[src/rtl/burst_pkg.sv]
// Shared constants, FSM state type and address helper for the burst memory responder.
package burst_pkg;

    localparam int unsigned BEAT_W = 64;
    localparam int unsigned LINE_W = 256;
    localparam int unsigned BEATS  = 4;

    typedef enum logic [1:0] {StIdle, StWait, StBurst, StDone} resp_state_t;

    // Line index from a byte address; bits above the array size alias.
    function automatic int unsigned line_index(input logic [31:0] addr, input int unsigned lines);
        return 32'(addr >> 5) & (lines - 1);
    endfunction

endpackage

[src/rtl/burst_line_ram.sv]
// Line storage: LINES x 256-bit single-port array, asynchronous read, registered full-line write.
module burst_line_ram
    import burst_pkg::*;
#(
    parameter int unsigned LINES = 16,
    localparam int unsigned IdxW = $clog2(LINES)
) (
    input  logic              clk,
    input  logic [IdxW-1:0]   addr_i,
    input  logic              we_i,
    input  logic [LINE_W-1:0] wdata_i,
    output logic [LINE_W-1:0] rdata_o
);

    logic [LINE_W-1:0] mem_q [LINES];

    always_ff @(posedge clk) begin
        if (we_i) begin
            mem_q[addr_i] <= wdata_i;
        end
    end

    assign rdata_o = mem_q[addr_i];

endmodule

[src/rtl/burst_mem_responder.sv]
// Memory-side responder for the 4-beat 64-bit burst interface with programmable latency.
module burst_mem_responder
    import burst_pkg::*;
#(
    parameter int unsigned LINES   = 16,
    parameter int unsigned LATENCY = 4
) (
    input  logic              clk,
    input  logic              rst,
    input  logic [31:0]       address_i,
    input  logic              read_i,
    input  logic              write_i,
    input  logic [BEAT_W-1:0] burst_i,
    output logic [BEAT_W-1:0] burst_o,
    output logic              resp_o,
    output logic              err_o
);

    localparam int unsigned IdxW = $clog2(LINES);
    localparam int unsigned LatW = (LATENCY > 1) ? $clog2(LATENCY) : 1;

    resp_state_t       state_q, state_d;
    logic [IdxW-1:0]   idx_q, idx_d;
    logic              wr_q, wr_d;
    logic [LatW-1:0]   lat_q, lat_d;
    logic [1:0]        beat_q, beat_d;
    logic [LINE_W-1:0] buf_q, buf_d;
    logic              resp_q, resp_d;
    logic [BEAT_W-1:0] burst_q, burst_d;
    logic              err_q, err_d;

    logic              req_ok;
    logic              req_held;
    logic [1:0]        beat_nx;
    logic [LINE_W-1:0] buf_wr;
    logic [IdxW-1:0]   ram_addr;
    logic              ram_we;
    logic [LINE_W-1:0] ram_rdata;

    // The single port serves the IDLE read snapshot and the beat-3 commit.
    assign ram_addr = (state_q == StBurst) ? idx_q : IdxW'(line_index(address_i, LINES));

    burst_line_ram #(
        .LINES (LINES)
    ) u_ram (
        .clk     (clk),
        .addr_i  (ram_addr),
        .we_i    (ram_we),
        .wdata_i (buf_wr),
        .rdata_o (ram_rdata)
    );

    // A transaction stays alive only while its own request alone is asserted.
    assign req_ok   = wr_q ? (write_i & ~read_i) : (read_i & ~write_i);
    assign req_held = wr_q ? write_i : read_i;
    assign beat_nx  = beat_q + 2'd1;

    always_comb begin
        buf_wr = buf_q;
        buf_wr[BEAT_W*beat_q +: BEAT_W] = burst_i;
    end

    always_comb begin
        state_d = state_q;
        idx_d   = idx_q;
        wr_d    = wr_q;
        lat_d   = lat_q;
        beat_d  = beat_q;
        buf_d   = buf_q;
        err_d   = err_q;
        resp_d  = 1'b0;
        burst_d = '0;
        ram_we  = 1'b0;

        unique case (state_q)
            StIdle: begin
                if (read_i ^ write_i) begin
                    idx_d   = IdxW'(line_index(address_i, LINES));
                    wr_d    = write_i;
                    lat_d   = LatW'(LATENCY - 1);
                    state_d = StWait;
                    if (read_i) begin
                        buf_d = ram_rdata;
                    end
                end else if (read_i && write_i) begin
                    err_d = 1'b1;
                end
            end
            StWait: begin
                if (!req_ok) begin
                    state_d = StIdle;
                    err_d   = 1'b1;
                end else if (lat_q == '0) begin
                    state_d = StBurst;
                    beat_d  = 2'd0;
                    resp_d  = 1'b1;
                    burst_d = wr_q ? '0 : buf_q[BEAT_W-1:0];
                end else begin
                    lat_d = lat_q - LatW'(1);
                end
            end
            StBurst: begin
                if (!req_ok) begin
                    state_d = StIdle;
                    beat_d  = 2'd0;
                    err_d   = 1'b1;
                end else begin
                    if (wr_q) begin
                        buf_d = buf_wr;
                    end
                    if (beat_q == 2'(BEATS - 1)) begin
                        ram_we  = wr_q;
                        beat_d  = 2'd0;
                        state_d = StDone;
                    end else begin
                        beat_d  = beat_nx;
                        resp_d  = 1'b1;
                        burst_d = wr_q ? '0 : buf_q[BEAT_W*beat_nx +: BEAT_W];
                    end
                end
            end
            StDone: begin
                if (!req_held) begin
                    state_d = StIdle;
                end
            end
            default: state_d = StIdle;
        endcase
    end

    always_ff @(posedge clk) begin
        if (!rst) begin
            state_q <= StIdle;
            idx_q   <= '0;
            wr_q    <= 1'b0;
            lat_q   <= '0;
            beat_q  <= '0;
            buf_q   <= '0;
            resp_q  <= 1'b0;
            burst_q <= '0;
            err_q   <= 1'b0;
        end else begin
            state_q <= state_d;
            idx_q   <= idx_d;
            wr_q    <= wr_d;
            lat_q   <= lat_d;
            beat_q  <= beat_d;
            buf_q   <= buf_d;
            resp_q  <= resp_d;
            burst_q <= burst_d;
            err_q   <= err_d;
        end
    end

    assign resp_o  = resp_q;
    assign burst_o = burst_q;
    assign err_o   = err_q;

endmodule

[config.mk]
export PLATFORM = sky130hd
export DESIGN_NAME = burst_mem_responder
export DESIGN_NICKNAME = d
export VERILOG_FILES = /design/src/rtl/burst_pkg.sv /design/src/rtl/burst_line_ram.sv /design/src/rtl/burst_mem_responder.sv
export SDC_FILE = /design/constraint.sdc
export NUM_CORES = 2
export LEC_CHECK = 0
export CAP_MARGIN = 20
export CORE_ASPECT_RATIO = 2
export CORE_MARGIN = 4
export CORE_UTILIZATION = 52
export CTS_BUF_LIST = sky130_fd_sc_hd__clkbuf_8
export CTS_CLUSTER_DIAMETER = 200
export DETAILED_ROUTE_END_ITERATION = 10
export GPL_ROUTABILITY_DRIVEN = 1
export PLACE_DENSITY = 0.7
export SLEW_MARGIN = 20
export SYNTH_ARGS = -nofsm -noshare
export SYNTH_HDL_FRONTEND = slang
export SYNTH_SLANG_ARGS = --single-unit
[constraint.sdc]
create_clock -name clk -period 15.15 [get_ports clk]
set_input_delay 2.2725 -clock clk [delete_from_list [all_inputs] [get_ports clk]]
set_output_delay 2.2725 -clock clk [all_outputs]
set_load 0.02 [all_outputs]
# After elaboration in Yosys (flattened, before gate mapping)
# Memory sizes are Yosys's and may differ from the RTL's.
# Index checks and enable logic that the tools add are counted.
# word_totals
register_bits	333
ramBits	4096
inputBits	100
output_inout_bits	66
word_cells	98
mem_count	1
# classes
n_addsub	3
eq_ne	17
shifts	3
muxes	46
n_bitwise	5
reduce_logical	14
# mem_list
name	words	width	read_ports	rd_clocked_by_memory_dff	write_ports	line_no	text
u_ram.mem_q	16	256	1	0	1	burst_line_ram.sv:15	logic [LINE_W-1:0] mem_q [LINES];
# op_table
operator	n
256-bit 2-to-1 mux	4
256-bit one-hot mux with 2 select lines	1
64-bit 2-to-1 mux	6
256-bit bitwise mux	1
64-bit by 34-bit variable shift with 256-bit output, first input constant	1
256-bit by 9-bit indexed part select with 64-bit output	1
64-bit by 34-bit indexed part select with 256-bit output	1
64-bit one-hot mux with 2 select lines	1
8-bit negation with 34-bit output	1
2-bit 2-to-1 mux	13
2-bit inequality test, second input constant	11
1-bit 2-to-1 mux	14
4-bit AND reduction	3
2-bit one-hot mux with 2 select lines	2
2-bit one-hot mux with 4 select lines	1
2-bit nonzero test	4
2-bit == test, second input constant	3
5-bit AND reduction	1
2-bit logical NOT	2
4-bit 2-to-1 mux	1
1-bit one-hot mux with 2 select lines	2
3-bit by 2-bit inequality test with 1-bit output, second input constant	1
3-bit inequality test, second input constant	1
3-bit AND reduction	1
9 further kinds	11

# Logic depth before layout (Yosys ltp)
# logic_depth
word_depth	7
mapped_depth	13
ltp_nobuf	7

# Modules after synthesis
# From an unflattened synthesis, not the netlist that was laid out.
# unflattened
hier_cells	8972
hier_area_um2	175102.9
# by_module_without_submodules
mod	instances	cells_each	area_each_um2	seq_area_each_um2
burst_line_ram	1	6260	152704.0	122998.0
burst_mem_responder	1	2712	22399.0	6666.4

# Least setup slack after synthesis
# OpenSTA, ideal clock, no wires.
# synth_timing
path_kind	input-to-reg
startpoint	input port address_i[8]
endpoint	memory u_ram.mem_q[5][0], enable pin
arrival_time_ns	13.771
t_required_ns	14.271
setup_slack_ns	0.500
path_stages	4
path_buffers	1
path_cell_list	or3b_2 > and2_1 > clkbuf_1 > nor2_1
# synth_via
elab_chain_len	1
# synth_lines
element	line_no	text
from (decl)	burst_mem_responder.sv:10	input logic [31:0] address_i,
4-bit 2-to-1 mux	burst_mem_responder.sv:41	assign ram_addr = (state_q == StBurst) ? idx_q : IdxW'(line_index(address_i, LINES));
to (decl)	burst_line_ram.sv:15	
# Every way passes these cells.

# Worst setup path in the final report
# layout_timing
startpoint	register state_q[0]
endpoint	register buf_q[65]
# layout_via
elab_chain_len	6
# layout_lines
element	line_no	text
from (decl)	burst_mem_responder.sv:22	resp_state_t state_q, state_d;
from (signal assigned)	burst_mem_responder.sv:133	state_q <= StIdle;
from (signal assigned)	burst_mem_responder.sv:143	state_q <= state_d;
2-bit == test	burst_mem_responder.sv:41, burst_mem_responder.sv:75	
4-bit 2-to-1 mux	burst_mem_responder.sv:41	
memory read 16 x 256 bit	-	
256-bit 2-to-1 mux	burst_mem_responder.sv:82	if (read_i) begin
256-bit 2-to-1 mux	burst_mem_responder.sv:77	if (read_i ^ write_i) begin
256-bit one-hot mux with 2 select lines	burst_mem_responder.sv:75	unique case (state_q)
to (signal assigned)	burst_mem_responder.sv:148	buf_q <= buf_d;
to (decl)	burst_mem_responder.sv:27	logic [LINE_W-1:0] buf_q, buf_d;
# Several ways; a longest one is shown, not always the timed one. The select of a mux whose other input is x is not followed.
# A chain may end at the register's enable or synchronous reset.

==> report_table.html <==
<table>
<tr><th>Metric</th><th>Value</th></tr>
<tr><th colspan="2">Worst hold path</th></tr>
<tr><td>Startpoint of the lowest-slack hold path</td><td>lat_q[1]</td></tr>
<tr><td>Worst hold path cell count</td><td>2</td></tr>
<tr><td>Hold endpoint</td><td>lat_q[1]</td></tr>
<tr><td>Classification of the worst-slack hold path</td><td>reg2reg</td></tr>
<tr><th colspan="2">Drt</th></tr>
<tr><td>Antenna violation net count after detailed routing</td><td>0</td></tr>
<tr><td>Count of unresolved DRC violations after routing</td><td>0</td></tr>
<tr><td>Routed WL</td><td>587,500 um</td></tr>
<tr><td>Total met3 wirelength after detailed routing</td><td>a little over 80,000 um</td></tr>
<tr><td>Vias after detailed routing</td><td>117,200</td></tr>
<tr><td>Met1 wire length</td><td>185,600 um</td></tr>
<tr><td>Detailed-route wire length per cell</td><td>approximately 36 um</td></tr>
<tr><td>Number of vias per cell</td><td>about 7.3</td></tr>
<tr><td>Detailed-router iteration count before antenna repair</td><td>10</td></tr>
<tr><td>Initial DRC count</td><td>about 19,000</td></tr>
<tr><td>Met2 wire length</td><td>277,200 um</td></tr>
<tr><td>Uppermost routed layer</td><td>met5</td></tr>
<tr><th colspan="2">Place</th></tr>
<tr><td>Minimum setup slack after placement</td><td>between 7 and 8 ns</td></tr>
<tr><td>HPWL after detailed placement</td><td>roughly 290,000 um</td></tr>
<tr><td>Final weighted congestion in routability-driven placement</td><td>0.8247</td></tr>
<tr><td>Port Buffer Count</td><td>137</td></tr>
<tr><td>Dpl cells</td><td>around 15,000</td></tr>
<tr><td>Placement Cell Area</td><td>between 0.15 and 0.2 mm^2</td></tr>
<tr><th colspan="2">Finish</th></tr>
<tr><td>Post-route design area</td><td>between 0.15 and 0.2 mm^2</td></tr>
<tr><td>Commonest cells after routing, fill and taps aside</td><td>4,096 x edfxtp_1, 1,526 x o21ai_0, 666 x a22o_1, 649 x o21a_1, 638 x clkbuf_8</td></tr>
<tr><td>Total number of nets in the final design</td><td>11,350</td></tr>
<tr><td>Final cell utilization of the core</td><td>57.45%</td></tr>
<tr><td>Final non-filler cell total</td><td>between 15,000 and 20,000</td></tr>
<tr><td>Most common cell after layout, fill and taps aside</td><td>edfxtp_1</td></tr>
<tr><td>Layout overhead on the synthesized area</td><td>9.949%</td></tr>
<tr><td>Layout cells sized above 1</td><td>approximately 15%</td></tr>
<tr><th colspan="2">Clock tree</th></tr>
<tr><td>Clk_lat worst skew</td><td>about 1.1 ns</td></tr>
<tr><td>Post-CTS setup-driven buffer insertion count</td><td>0</td></tr>
<tr><td>Number of clock buffers inserted by TritonCTS</td><td>587</td></tr>
<tr><td>Clock tree root driver cell</td><td>clkbuf_8</td></tr>
<tr><td>TritonCTS sink count</td><td>about 4,400</td></tr>
<tr><td>Largest buffer count on any clock path</td><td>4</td></tr>
<tr><td>CTS Hold Buffers Added</td><td>0</td></tr>
<tr><td>CTS H-tree lvls</td><td>6</td></tr>
<tr><td>CTS tree</td><td>built</td></tr>
<tr><td>Total of cells resized after clock tree synthesis</td><td>0</td></tr>
<tr><td>Clock transition at the register clock pins on the worst setup and hold paths after CTS</td><td>0.07 ns</td></tr>
<tr><th colspan="2">Critical path</th></tr>
<tr><td>Worst path required time</td><td>~16 ns</td></tr>
<tr><td>Startpoint of the worst register-to-register path</td><td>state_q[0]</td></tr>
<tr><td>Critical path fanouts, max</td><td>just over 70</td></tr>
<tr><td>Worst Setup Start Kind</td><td>register</td></tr>
<tr><td>Data arrival time at the worst-slack endpoint</td><td>7.80 ns</td></tr>
<tr><td>Crit Path Class</td><td>reg2reg</td></tr>
<tr><td>R2R Path End</td><td>buf_q[65]</td></tr>
<tr><td>Internal reg-to-reg setup slack</td><td>~8.3 ns</td></tr>
<tr><td>Crit path capture type</td><td>register</td></tr>
<tr><td>Crit path from</td><td>state_q[0]</td></tr>
<tr><td>R2R depth</td><td>10</td></tr>
<tr><th colspan="2">Floorplanning</th></tr>
<tr><td>Core region area</td><td>~0.34 mm^2</td></tr>
<tr><td>Overall die height</td><td>832.4 um</td></tr>
<tr><td>Die width</td><td>around 420 um</td></tr>
<tr><td>Number of placed I/O pins</td><td>about 170</td></tr>
<tr><td>Initial Util</td><td>52.25%</td></tr>
<tr><td>Floorplan die area</td><td>0.3498 mm^2</td></tr>
<tr><td>Number of placement rows</td><td>about 300</td></tr>
<tr><th colspan="2">Synth</th></tr>
<tr><td>Number of cells produced by synthesis</td><td>about 11,000</td></tr>
<tr><td>Sequential fraction of the synthesis area</td><td>73.38%</td></tr>
<tr><td>Post-synth top flop</td><td>edfxtp_1</td></tr>
<tr><td>Yosys reg bits</td><td>about 4,400</td></tr>
<tr><td>Number of nets in the synthesized netlist</td><td>11,230</td></tr>
<tr><td>Synth cell types</td><td>56</td></tr>
<tr><td>Avg Synthesized Cell Area</td><td>15.90 um^2</td></tr>
<tr><td>Number of synthesized flops with an enable pin</td><td>4,096</td></tr>
<tr><td>Async set or reset register ratio after synthesis</td><td>0%</td></tr>
<tr><td>Area of the mapped netlist</td><td>between 0.15 and 0.2 mm^2</td></tr>
<tr><td>Yosys warning total</td><td>0</td></tr>
<tr><th colspan="2">Global route</th></tr>
<tr><td>Wire length of the first global-routing pass</td><td>828,500 um</td></tr>
<tr><td>Combined global-route utilization of all metal layers</td><td>between 30% and 40%</td></tr>
<tr><td>Pin count of the biggest net entering global routing</td><td>around 170</td></tr>
<tr><td>Number of global-route vias before repair</td><td>around 120k</td></tr>
<tr><td>Initial antenna violation count</td><td>67</td></tr>
<tr><td>Remaining global-route overflow</td><td>0</td></tr>
<tr><th colspan="2">Timing</th></tr>
<tr><td>Min cycle time layout</td><td>approximately 6.8 ns</td></tr>
<tr><td>Worst clock skew</td><td>0.07729 ns</td></tr>
<tr><td>Pin slew with the least headroom to its limit</td><td>approximately 1.4 ns</td></tr>
<tr><td>Relative max-transition margin</td><td>7.487%</td></tr>
<tr><td>WHS</td><td>0.4680 ns</td></tr>
<tr><td>Final sum of negative setup slack</td><td>0 ns</td></tr>
<tr><td>Final Max Tran Viols</td><td>0</td></tr>
<tr><td>Final worst-path cycle share</td><td>~45%</td></tr>
<tr><td>Post-route setup slack</td><td>between 8 and 9 ns</td></tr>
<tr><td>Setup-violating endpoint count in the final report</td><td>0</td></tr>
<tr><td>Endpoints failing hold</td><td>0</td></tr>
<tr><td>Setup repair after global routing missed its margin</td><td>false</td></tr>
<tr><td>Upper clock frequency limit</td><td>~150 MHz</td></tr>
<tr><th colspan="2">Flow run</th></tr>
<tr><td>Number of max-cap violations</td><td>0</td></tr>
<tr><th colspan="2">Power</th></tr>
<tr><td>Pwr dens</td><td>124.0 mW/mm^2</td></tr>
<tr><td>Maximum VDD drop</td><td>approximately 0.000084 V</td></tr>
<tr><td>Standby leakage power</td><td>around 61 nW</td></tr>
<tr><td>Design Power</td><td>roughly 24 mW</td></tr>
<tr><th colspan="2">Status</th></tr>
<tr><td>Outcome</td><td>finished clean</td></tr>
</table>
kinds of logic (layout without fill, tap and decap cells):
logic type | count (synthesis) | in the layout | synth area share, %
other cells | 0 | 21 | 0
mux | 396 | 396 | 4.991
flops | 4429 | 4429 | 73.38
compound gates | 4125 | 4125 | 15.82
simple gates | 941 | 941 | 2.946
buf+inv | 1211 | 1804 | 2.758
fa+ha+maj | 14 | 14 | 0.09913
layout make-up:
type,instances,area (um^2)
fill,25130,143900
sequential,4429,129700
multi-input combinational,5476,42560
clock buffer,638,8781
tap,4408,5515
timing repair buffer,509,4566
clock inverter,423,2256
inverter,234,883.3
antenna,21,52.55
registers in the layout, indices dropped and copies added (netlist names):
name         count
u_ram.mem_q   4096
buf_q          256
burst_o         64
idx_q            4
beat_q           2
lat_q            2
state_q          2
err_o            1
resp_o           1
wr_q             1
critical path, stage by stage (launching register included):
cell     delay (ns)
dfxtp_1        0.34
inv_1          0.14
ha_4           0.72
buf_4          0.77
and3b_4        0.95
or2_4          0.92
buf_4          0.89
buf_4          0.94
a22o_1         0.27
o21ai_0        0.10
a41oi_1        0.30
synthesized netlist by cell type (2+ instances only):
| cell | number | area, um^2 |
|---|---|---|
| nor2b_1 | 2 | 12.51 |
| or3b_2 | 2 | 17.52 |
| mux4_2 | 388 | 8738 |
| buf_1 | 78 | 292.8 |
| clkbuf_1 | 748 | 2808 |
| ha_1 | 14 | 175.2 |
| nand2_1 | 242 | 908.4 |
| buf_6 | 15 | 168.9 |
| a211oi_1 | 80 | 600.6 |
| nor3_1 | 3 | 15.01 |
| a21o_1 | 3 | 22.52 |
| nand4_1 | 96 | 600.6 |
| a22o_1 | 667 | 5842 |
| and3_1 | 2 | 12.51 |
| inv_1 | 232 | 870.8 |
| and3b_1 | 3 | 26.28 |
| mux2i_1 | 7 | 70.07 |
| edfxtp_1 | 4096 | 123000 |
| nand2b_1 | 53 | 331.6 |
| nor3b_1 | 4 | 30.03 |
| a21oi_1 | 186 | 930.9 |
| o21ba_2 | 113 | 1131 |
| or2_2 | 3 | 18.77 |
| buf_2 | 118 | 590.6 |
| dfxtp_1 | 333 | 6666 |
| a311oi_1 | 15 | 131.4 |
| nand4b_1 | 162 | 1419 |
| o2111ai_1 | 15 | 131.4 |
| a31oi_1 | 128 | 800.8 |
| o21ai_1 | 43 | 215.2 |
| nand3_1 | 244 | 1221 |
| a22oi_1 | 79 | 593.1 |
| a221oi_1 | 94 | 823.3 |
| nor2_1 | 95 | 356.6 |
| o21ai_0 | 1629 | 8153 |
| o21a_1 | 651 | 4887 |
| o41ai_1 | 162 | 1419 |
| nor3b_2 | 2 | 25.02 |
| buf_4 | 18 | 135.1 |
| a41oi_1 | 256 | 2242 |
| or2_1 | 3 | 18.77 |
| nand3b_1 | 18 | 135.1 |
where the power goes:
part	internal, mW	switching (mW)
clock	4.16	4.45
sequential	13.6	0.114
combinational	0.556	1.22
routing by layer:
layer	global-route usage [%]	up-vias
met3	8.999	2686
met4	20.79	66
li1	-	45340
met1	39.17	58590
met5	0	-
met2	52.89	10540
worst max-delay path by stage:
stage / slack [ns] / endpoint / cells past startpoint
after floorplan: 0.50 / u_ram.mem_q[5][0] / 4
after global placement: 7.73 / buf_q[132] / 8
after detailed placement: 7.59 / u_ram.mem_q[3][14] / 10
after CTS: 8.63 / buf_q[65] / 10
after global routing: 8.42 / buf_q[129] / 10
final: 8.34 / buf_q[65] / 10
Power figures use the tool's default switching activity.
